`src/rtl/pos_cell_reader.sv`:
```
`default_nettype none
// pos_cell_reader: reads a particle count from cell RAM address 0, then streams words 1..count
// through a 4-entry FIFO with valid/ready handshake. Optional macro: CELL_READER_CLAMP_EN.
module pos_cell_reader #(
  parameter int DATA_WIDTH   = 96,
  parameter int ADDR_WIDTH   = 8,
  parameter int PARTICLE_NUM = 220
) (
  input  logic                  clk,
  input  logic                  rst_n,
  input  logic                  start,
  output logic [ADDR_WIDTH-1:0] rd_address,
  output logic                  rd_en,
  input  logic [DATA_WIDTH-1:0] rd_q,
  output logic                  out_valid,
  input  logic                  out_ready,
  output logic [DATA_WIDTH-1:0] out_data,
  output logic [ADDR_WIDTH-1:0] out_pid,
  output logic [ADDR_WIDTH-1:0] particle_count,
  output logic                  busy,
  output logic                  done,
  output logic                  count_ovf
);

  localparam int PW = ADDR_WIDTH + 1;

  typedef enum logic [2:0] {
    IDLE     = 3'd0,
    RD_CNT   = 3'd1,
    WAIT_CNT = 3'd2,
    STREAM   = 3'd3,
    FINISH   = 3'd4
  } state_t;

  state_t                r_state;
  state_t                w_next;

  logic [PW-1:0]         r_rd_ptr;
  logic [ADDR_WIDTH-1:0] r_count;
  logic                  r_ovf;

  // Read-return pipeline: tracks the two cycles of RAM latency
  logic                  r_vld_d1;
  logic                  r_vld_d2;
  logic [ADDR_WIDTH-1:0] r_pid_d1;
  logic [ADDR_WIDTH-1:0] r_pid_d2;

  logic [DATA_WIDTH-1:0] r_fifo_data [0:3];
  logic [ADDR_WIDTH-1:0] r_fifo_pid  [0:3];
  logic [1:0]            r_wr_ptr;
  logic [1:0]            r_head;
  logic [2:0]            r_occ;

  logic [ADDR_WIDTH-1:0] w_cnt_raw;
  logic [ADDR_WIDTH-1:0] w_cnt;
  logic                  w_cnt_ovf;
  logic                  w_cnt_sample;
  logic [1:0]            w_inflight;
  logic [2:0]            w_budget;
  logic                  w_all_issued;
  logic                  w_issue;
  logic                  w_push;
  logic                  w_pop;
  logic                  w_stream_end;

  assign w_cnt_raw = rd_q[ADDR_WIDTH-1:0];

`ifdef CELL_READER_CLAMP_EN
  localparam logic [ADDR_WIDTH-1:0] C_CNT_MAX = ADDR_WIDTH'(PARTICLE_NUM - 1);
  assign w_cnt_ovf = (w_cnt_raw > C_CNT_MAX);
  assign w_cnt     = w_cnt_ovf ? C_CNT_MAX : w_cnt_raw;
`else
  assign w_cnt_ovf = 1'b0;
  assign w_cnt     = w_cnt_raw;
`endif

  assign w_cnt_sample = (r_state == WAIT_CNT) && r_vld_d2;
  assign w_inflight   = {1'b0, r_vld_d1} + {1'b0, r_vld_d2};
  // Budget ignores a same-cycle pop, so the FIFO can never be overrun
  assign w_budget     = r_occ + {1'b0, w_inflight};
  assign w_all_issued = (r_rd_ptr > {1'b0, r_count});
  assign w_issue      = (r_state == STREAM) && !w_all_issued && (w_budget < 3'd4);
  assign w_push       = (r_state == STREAM) && r_vld_d2;
  assign w_pop        = out_valid && out_ready;
  // Leave STREAM on the edge that drains the final entry
  assign w_stream_end = w_all_issued && !r_vld_d1 && !r_vld_d2 &&
                        ((r_occ == 3'd0) || ((r_occ == 3'd1) && w_pop));

  always_comb begin
    w_next     = r_state;
    rd_en      = 1'b0;
    rd_address = '0;
    busy       = 1'b0;
    done       = 1'b0;
    case (r_state)
      IDLE: begin
        if (start) w_next = RD_CNT;
      end
      RD_CNT: begin
        rd_en  = 1'b1;
        busy   = 1'b1;
        w_next = WAIT_CNT;
      end
      WAIT_CNT: begin
        busy = 1'b1;
        if (w_cnt_sample) w_next = (w_cnt == '0) ? FINISH : STREAM;
      end
      STREAM: begin
        busy = 1'b1;
        if (w_issue) begin
          rd_en      = 1'b1;
          rd_address = r_rd_ptr[ADDR_WIDTH-1:0];
        end
        if (w_stream_end) w_next = FINISH;
      end
      FINISH: begin
        done   = 1'b1;
        w_next = IDLE;
      end
      default: w_next = IDLE;
    endcase
  end

  always_ff @(posedge clk) begin
    if (!rst_n) begin
      r_state  <= IDLE;
      r_rd_ptr <= '0;
      r_count  <= '0;
      r_ovf    <= 1'b0;
      r_vld_d1 <= 1'b0;
      r_vld_d2 <= 1'b0;
      r_pid_d1 <= '0;
      r_pid_d2 <= '0;
      r_wr_ptr <= '0;
      r_head   <= '0;
      r_occ    <= '0;
    end else begin
      r_state  <= w_next;
      r_vld_d1 <= rd_en;
      r_vld_d2 <= r_vld_d1;
      r_pid_d1 <= rd_address;
      r_pid_d2 <= r_pid_d1;
      if ((r_state == IDLE) && start) r_ovf <= 1'b0;
      if (w_cnt_sample) begin
        r_count  <= w_cnt;
        r_ovf    <= w_cnt_ovf;
        r_rd_ptr <= PW'(1);
      end else if (w_issue) begin
        r_rd_ptr <= r_rd_ptr + PW'(1);
      end
      if (w_push) r_wr_ptr <= r_wr_ptr + 2'd1;
      if (w_pop)  r_head   <= r_head + 2'd1;
      r_occ <= r_occ + {2'b00, w_push} - {2'b00, w_pop};
    end
  end

  always_ff @(posedge clk) begin
    if (w_push) begin
      r_fifo_data[r_wr_ptr] <= rd_q;
      r_fifo_pid[r_wr_ptr]  <= r_pid_d2;
    end
  end

  assign out_valid      = (r_occ != 3'd0);
  assign out_data       = out_valid ? r_fifo_data[r_head] : '0;
  assign out_pid        = out_valid ? r_fifo_pid[r_head]  : '0;
  assign particle_count = r_count;
  assign count_ovf      = r_ovf;

endmodule
`default_nettype wire
```
`config.mk`:
```
export PLATFORM = sky130hd
export DESIGN_NAME = pos_cell_reader
export DESIGN_NICKNAME = d
export VERILOG_FILES = /design/src/rtl/pos_cell_reader.sv
export SDC_FILE = /design/constraint.sdc
export NUM_CORES = 1
export LEC_CHECK = 0
export BUFFER_PORTS_ARGS = -buffer_cell sky130_fd_sc_hd__clkbuf_2
export CAP_MARGIN = 10
export CORE_ASPECT_RATIO = 1.1
export CORE_UTILIZATION = 30
export CTS_BUF_LIST = sky130_fd_sc_hd__clkbuf_8
export DETAILED_ROUTE_END_ITERATION = 8
export MAX_ROUTING_LAYER = met4
export PLACE_DENSITY = 0.44
export SLEW_MARGIN = 40
export SYNTH_ARGS = -nofsm -noshare
export SYNTH_HDL_FRONTEND = slang
export SYNTH_SLANG_ARGS = --single-unit
```
`constraint.sdc`:
```
create_clock -name clk -period 3.96 [get_ports clk]
set_input_delay 0.198 -clock clk [delete_from_list [all_inputs] [get_ports clk]]
set_output_delay 0.198 -clock clk [all_outputs]
set_load 0.02 [all_outputs]
```
==> summary.md, run 1 <==
| Metric | Value |
|---|---|
| Syn_area_per_cell | `19.8 sq um` |
| DP Cell Count | `1,859` |
| Unrepaired setup endpoints after global routing | `no` |
| Initial core utilization | `30.5%` |
| I/O pin total | `225` |
| DIE AREA | `~60,000 sq um` |
| Clk_skew | `0.0284 ns` |
| CP Data Required Time | `3.76 ns` |
| CP max FO | `18` |
| CP Capture Type | `output pin` |
| TritonRoute pass-1 iters | `6` |
| Leakage | `7.86 nW` |
| Core Util, Final | `~38%` |
| R2r worst-path depth | `10` |
| Share of layout cells above drive strength 1 | `34.5%` |
| Sequential-to-total area share from yosys stat | `75.0%` |
| Main flop type after synthesis | `edfxtp_1` |
| Core region area | `around 60,000 sq um` |
| Critical path depth in cells | `7` |
| Cells after Synth | `between 900 and 1,000` |
| Ys async rst share | `0%` |
| GRT Max-Usage Layer | `met2` |
| Num CTS Buffers | `a little over 80` |
| Initial antenna violation count | `1` |
| Post-Route WL | `between 40,000 and 50,000 microns` |
| Die Span X | `about 230 microns` |
| First-pass GRT wire length | `between 60,000 and 70,000 microns` |
| Drt wl/cell | `19.5 microns` |
| Hold Violations, Final | `0` |
| Fin. max-slew vios | `0` |
| Worst VDD drop | `0.000340 V` |
| Total GRT Usage | `14.2%` |
| CP peak stage delay | `0.51 ns` |
| Share of synthesized cell area in full adder, half adder and majority cells | `1.23%` |
| Crit-path cells | `ha_1 > and4b_1 > a2111oi_2 > a211oi_2 > nor2_2 > and2_1 > clkbuf_2` |
| Tmin final | `3.19 ns` |
| Met1 global-route usage | `17.4%` |
| Max cap viols | `0` |
| PostCTS Resize Cnt | `0` |
| Worst skew pair latency | `roughly 0.64 ns` |
| Cell taking the most area after synthesis | `edfxtp_1` |
| CTS Sinks | `463` |
| DRC errors left | `0` |
| GP Congestion | `approximately 0.73` |
| Post-synth top cells | `416 x edfxtp_1, 126 x and2_1, 104 x mux4_2` |
| Layout Area Growth over Synthesis | `26.1%` |
| Postcts setup bufs | `0` |
| Rows | `93` |
| CTS tree | `built` |
| Setup CP Type | `reg -> out` |
| Die H | `258 microns` |
| Met2 usage | `about a quarter` |
| Data arrival, critical path | `2.99 ns` |
| Max Root-Sink Buffers | `3` |
| IO buf count | `223` |
| Fin area | `~23,000 sq um` |
| Status | `completed` |
| Worst hold slack | `0.232 ns` |
| Met3 Usage GRT | `2.61%` |
| Post-synthesis mux area share | `13.1%` |
| Sequential standard cell area | `13,400 sq um` |
| Synthesized Nets | `between 1,000 and 1,500` |
| Root buffer cell | `clkbuf_8` |
| Final setup TNS | `0 ns` |
| # fillers | `around 5,500` |
| Slowest cell on the critical path | `nor2_2` |
| Crit start category | `register` |
| Main combinational cell family by area after synthesis | `multiplexers` |
| Register bit count reported by yosys | `463` |
| Post-place instance area | `20,100 sq um` |
| Clock-pin transition on the worst setup and hold timing paths | `0.06 ns` |
| Top-area cell type share of the netlist area | `69.8%` |
| Xor/xnor share of the synthesized area | `0.245%` |
| Setup violations, final | `0` |
| Vias in the first global route | `10,400` |
| Syn Std Cell Area | `17,900 sq um` |
| Via count | `9,603` |
| Pin count of the biggest net entering global routing | `77` |
| Hold crit path type | `in -> reg` |
| Hpwl dp | `approximately 24,000 microns` |
| Initial DRC Count | `393` |
| Nets | `1,398` |
| Slew @ Worst Pin | `between 0.7 and 0.8 ns` |
| Synth Area in Simple Gates | `7.01%` |
| Most common cell in the synthesized netlist | `edfxtp_1` |
| Compound-cell area share of the yosys netlist | `1.73%` |
| Fmax | `0.313 GHz` |
| Library cells used by synthesis | `49` |
| H-tree levels | `3` |
| Gr ovfl total | `0` |
| Synth top area cells | `edfxtp_1 70%, mux4_2 13%, dfxtp_1 5.3%` |
| Cts hold-fix bufs | `99` |
| Total number of yosys warnings | `0` |
| Post-synth EDFFs | `416` |
| Post-route ant nets | `0` |
| Vias per cell | `approximately 4.6` |
| Slew HR | `approximately half` |
| WP buf/inv | `1` |
| Power density cells | `589 nW/um^2` |
| Worst hold path depth | `3` |
| Top Family by Delay on Critical Path | `simple AND/OR/NAND/NOR gates` |
| Non-Filler Instances | `2,104` |
| Period utilisation layout | `80.6%` |
| Area of the multi-input gates | `4220 sq um` |
[metrics by stage]
step | power, mW | setup WS (ns)
after floorplan | 7.95 | 0.302
after global placement | 9.31 | 1.30
after detailed placement | 9.32 | 1.28
after CTS | 13.6 | 0.668
after global routing | 14.0 | 0.531
final | 13.3 | 0.769
[per-layer routing]
metal	vias to the layer above	share of wire, %
met5	-	0
met4	0	2.1
met3	65	4.2
met2	221	50
met1	4958	44
li1	4359	-
[cells by family (layout without fill, tap and decap cells)]
kind of cell	Yosys count	after routing
buf+inv	65	502
flops	463	463
fa+ha+maj	17	17
mux	105	105
simple gates	208	208
xor+xnor	5	5
compound gates	42	42
other cells	1	2
[where the power goes]
| group | internal [mW] | switching (mW) | total, mW | leakage [nW] |
|---|---|---|---|---|
| registers | 5.35 | 0.159 | 5.51 | 4.15 |
| clock network | 2.22 | 1.92 | 4.14 | 0.891 |
| logic | 1.54 | 2.11 | 3.66 | 2.82 |
[flip-flops by register name (all words and copies together), names as in the netlist, named ones only]
name and cells:
r_vld_d2 1, particle_count 8, r_state 3, r_pid_d1 8, r_pid_d2 8, r_head 2, r_rd_ptr 9, r_occ 3
r_wr_ptr 2, r_fifo_data 384, r_fifo_pid 32, r_vld_d1 1
[worst register-to-register path, delay by kind of cell (launching register included)]
family        cells  cell delay (ns)
simple gates      3             0.99
buf+inv           2             0.11
fa+ha+maj         3             0.79
xor+xnor          2             0.27
flops             1             0.38
[final timing paths]
path | from | endpoint | slack [ns]
setup reg to reg | r_occ[1] | r_occ[2] | 1.33
setup / recovery | r_rd_ptr[5] | rd_address[6] | 0.77
hold reg to reg | r_pid_d1[6] | r_pid_d2[6] | 0.43
hold / removal | rst_n | r_state[2] | 0.23
[layout make-up]
type                       count  share of cell area [%]
sequential                   463                    59.5
inverter                      16                   0.266
clock inverter                58                    1.46
clock buffer                  87                    5.30
multi-input combinational    378                    18.7
tap                          760                    4.21
timing repair buffer         341                    10.5
antenna                        1                  0.0111
[cells in the final DEF, fill, tap and decap left out, types with 10 or more instances in the layout]
master / count
edfxtp_1: 416
clkbuf_2: 223
and2_1: 126
mux4_2: 104
dlygate4sd3_1: 99
clkbuf_8: 87
inv_1: 46
dfxtp_1: 45
nand2_1: 25
ha_1: 16
clkinv_1: 13
a21oi_1: 11
buf_12: 10
(Power assumes the default switching activity.)
==> run 2, diff against run 1 <==
- ABC_AREA: default -> 1
- clock period: 3.96 -> 3.25 ns (I/O delays scaled with it)
==> summary.md, run 2 <==
| Metric | Value |
|---|---|
| Share of layout cells above drive strength 1 | `20.0%` |
| Top-area cell type share of the netlist area | `68.0%` |
| CP Capture Type | `output pin` |
| Power density cells | `744 nW/um^2` |
| Nets | `1,984` |
| Clk_skew | `0.0179 ns` |
| Hpwl dp | `26,200 microns` |
| Max cap viols | `0` |
| Post-route ant nets | `0` |
| Worst VDD drop | `0.000789 V` |
| Post-layout power | `about 17 mW` |
| Post-synth EDFFs | `416` |
| CTS Sinks | `463` |
| Sw frac | `37.4%` |
| Leakage | `8.33 nW` |
| I/O pin total | `225` |
| Die Span X | `238 microns` |
| Slew @ Worst Pin | `0.710 ns` |
| Initial DRC Count | `577` |
| PostCTS Resize Cnt | `0` |
| Post-place setup slack | `0.854 ns` |
| Crit start category | `register` |
| IO buf count | `223` |
| Cell taking the most area after synthesis | `edfxtp_1` |
| Final setup TNS | `0 ns` |
| DRC errors left | `0` |
| Die H | `262 microns` |
| Root buffer cell | `clkbuf_8` |
| Post-synth top cells | `443 x nor2_1, 416 x edfxtp_1, 209 x o21ai_0` |
| Rows | `94` |
| Gr ovfl total | `0` |
| Tmin final | `2.91 ns` |
| Postcts setup bufs | `0` |
| Fmax | `approximately 0.34 GHz` |
| Num CTS Buffers | `79` |
| Total GRT Usage | `15.8%` |
| R2r worst-path depth | `11` |
| Sequential share of power | `between 30 and 40%` |
| Initial antenna violation count | `2` |
| Worst hold path depth | `2` |
| Most frequent cells in the layout | `439 x nor2_1, 416 x edfxtp_1, 223 x clkbuf_2, 209 x o21ai_0, 128 x a21oi_1` |
| DIE AREA | `62,200 sq um` |
| GP Congestion | `roughly 0.76` |
| Synthesized Nets | `~1,600` |
| Layout Area Growth over Synthesis | `24.4%` |
| Max Root-Sink Buffers | `3` |
| TritonRoute pass-1 iters | `4` |
| Post-place instance area | `20,400 sq um` |
| Setup violations, final | `0` |
| Syn Std Cell Area | `18,400 sq um` |
| Vias per cell | `4.46` |
| Cells after Synth | `roughly 1,500` |
| CP max FO | `44` |
| Total number of yosys warnings | `0` |
| Commonest non-fill, non-tap cell in the layout | `nor2_1` |
| Core region area | `60,200 sq um` |
| Clock-pin transition on the worst setup and hold timing paths | `0.06 ns` |
| Main flop type after synthesis | `edfxtp_1` |
| Initial core utilization | `between 30% and 40%` |
| CP Data Required Time | `3.09 ns` |
| Syn_area_per_cell | `between 10 and 15 sq um` |
| Hold crit path type | `in -> reg` |
| Pin count of the biggest net entering global routing | `105` |
| Library cells used by synthesis | `36` |
| Sequential-to-total area share from yosys stat | `73.1%` |
| Final setup margin | `0.344 ns` |
| Pint | `10.6 mW` |
| Via count | `between 10,000 and 15,000` |
| Vias in the first global route | `12,200` |
| Cts hold-fix bufs | `99` |
| DP Cell Count | `2,503` |
| Drt wl/cell | `17.4 microns` |
| H-tree levels | `3` |
| Data arrival, critical path | `2.74 ns` |
| P_sw | `6.36 mW` |
| Most common cell in the synthesized netlist | `nor2_1` |
| Register bit count reported by yosys | `463` |
| First-pass GRT wire length | `71,900 microns` |
| Core Util, Final | `37.9%` |
| Hold Violations, Final | `0` |
| Worst hold slack | `0.287 ns` |
| Combinational Power Share | `32.7%` |
| Clock power share | `28.1%` |
| Synth top area cells | `edfxtp_1 68%, nor2_1 9.1%, o21ai_0 5.7%` |
| Status | `completed` |
| Largest register by flop count | `r_fifo_data` |
| CTS tree | `built` |
| Max FFs per register | `384` |
| Worst skew pair latency | `~0.64 ns` |
| Period utilisation layout | `89.4%` |
| Unrepaired setup endpoints after global routing | `no` |
| Setup CP Type | `reg -> out` |
| Slew HR | `between 50% and 60%` |
| Fin area | `22,800 sq um` |
| Non-Filler Instances | `2,738` |
| Fin. max-slew vios | `0` |
| Ys async rst share | `0%` |
| Post-Route WL | `47,600 microns` |
| Largest regs | `r_fifo_data (384), r_fifo_pid (32), r_rd_ptr (9)` |
## run 2: changes by cell type after synthesis, sizes merged, moves of 11 or more
cell   delta
nor2    +443
o21ai   +224
and2    -126
a21oi   +119
mux4    -104
inv      +46
nand2    +34
buf      +31
and3     -12
nor3     +11
## run 2: worst paths after layout
path	startpoint	slack (ns)	to
worst max-delay path	register	0.34	out_data[46]
worst max register to register	r_state[2]	0.84	r_occ[2]
worst min register to register	r_pid_d1[3]	0.40	r_pid_d2[3]
worst min-delay path	rd_q[18]	0.29	r_fifo_data[3][18]
## run 2: cells by family (layout without fill, tap and decap cells)
family,after synthesis,after routing,synth area share [%]
AOI/OAI and AO/OA,355,355,9.73
xor gates and xnor gates,7,7,0.334
other,1,3,0.0204
buffers and inverters,149,541,3.76
DFF,463,463,73.1
adders and majority gates,17,17,1.20
and+or+nand+nor,536,536,11.8
## run 2: layer usage
metal | up-vias | global-route usage, % | part of all wire, %
li1 | 6009 | - | -
met1 | 5869 | 19.6 | 45
met2 | 271 | 25.6 | 49
met3 | 50 | 3.29 | 4.9
met4 | 0 | 5.48 | 1.7
met5 | - | - | 0
## run 2: cell type report
class,instances,area [sq um]
Clock inverter,43,180
Inverter,63,249
Clock buffer,91,1250
Multi-Input combinational cell,916,4280
Sequential cell,463,13400
Tap cell,816,1020
Antenna cell,2,5.00
Fill cell,5927,37400
Timing Repair Buffer,344,2420
## run 2: worst max-delay path: stages, from the launching register on
cell and delay, ns:
dfxtp_4 0.63, buf_4 0.54, nor2_1 0.10, nor2_1 0.09
o21ai_0 0.09, a21oi_1 0.38, clkbuf_2 0.25
## run 2: power by group through the flow
stage          clock [mW]  sequential, mW  combinational [mW]
2_1_floorplan           0            6.73                3.50
3_5_place_dp            0            6.80                5.59
3_3_place_gp            0            6.80                5.58
6_report             4.77            6.67                5.55
4_1_cts              4.98            6.68                5.72
5_1_grt              5.23            6.69                6.10
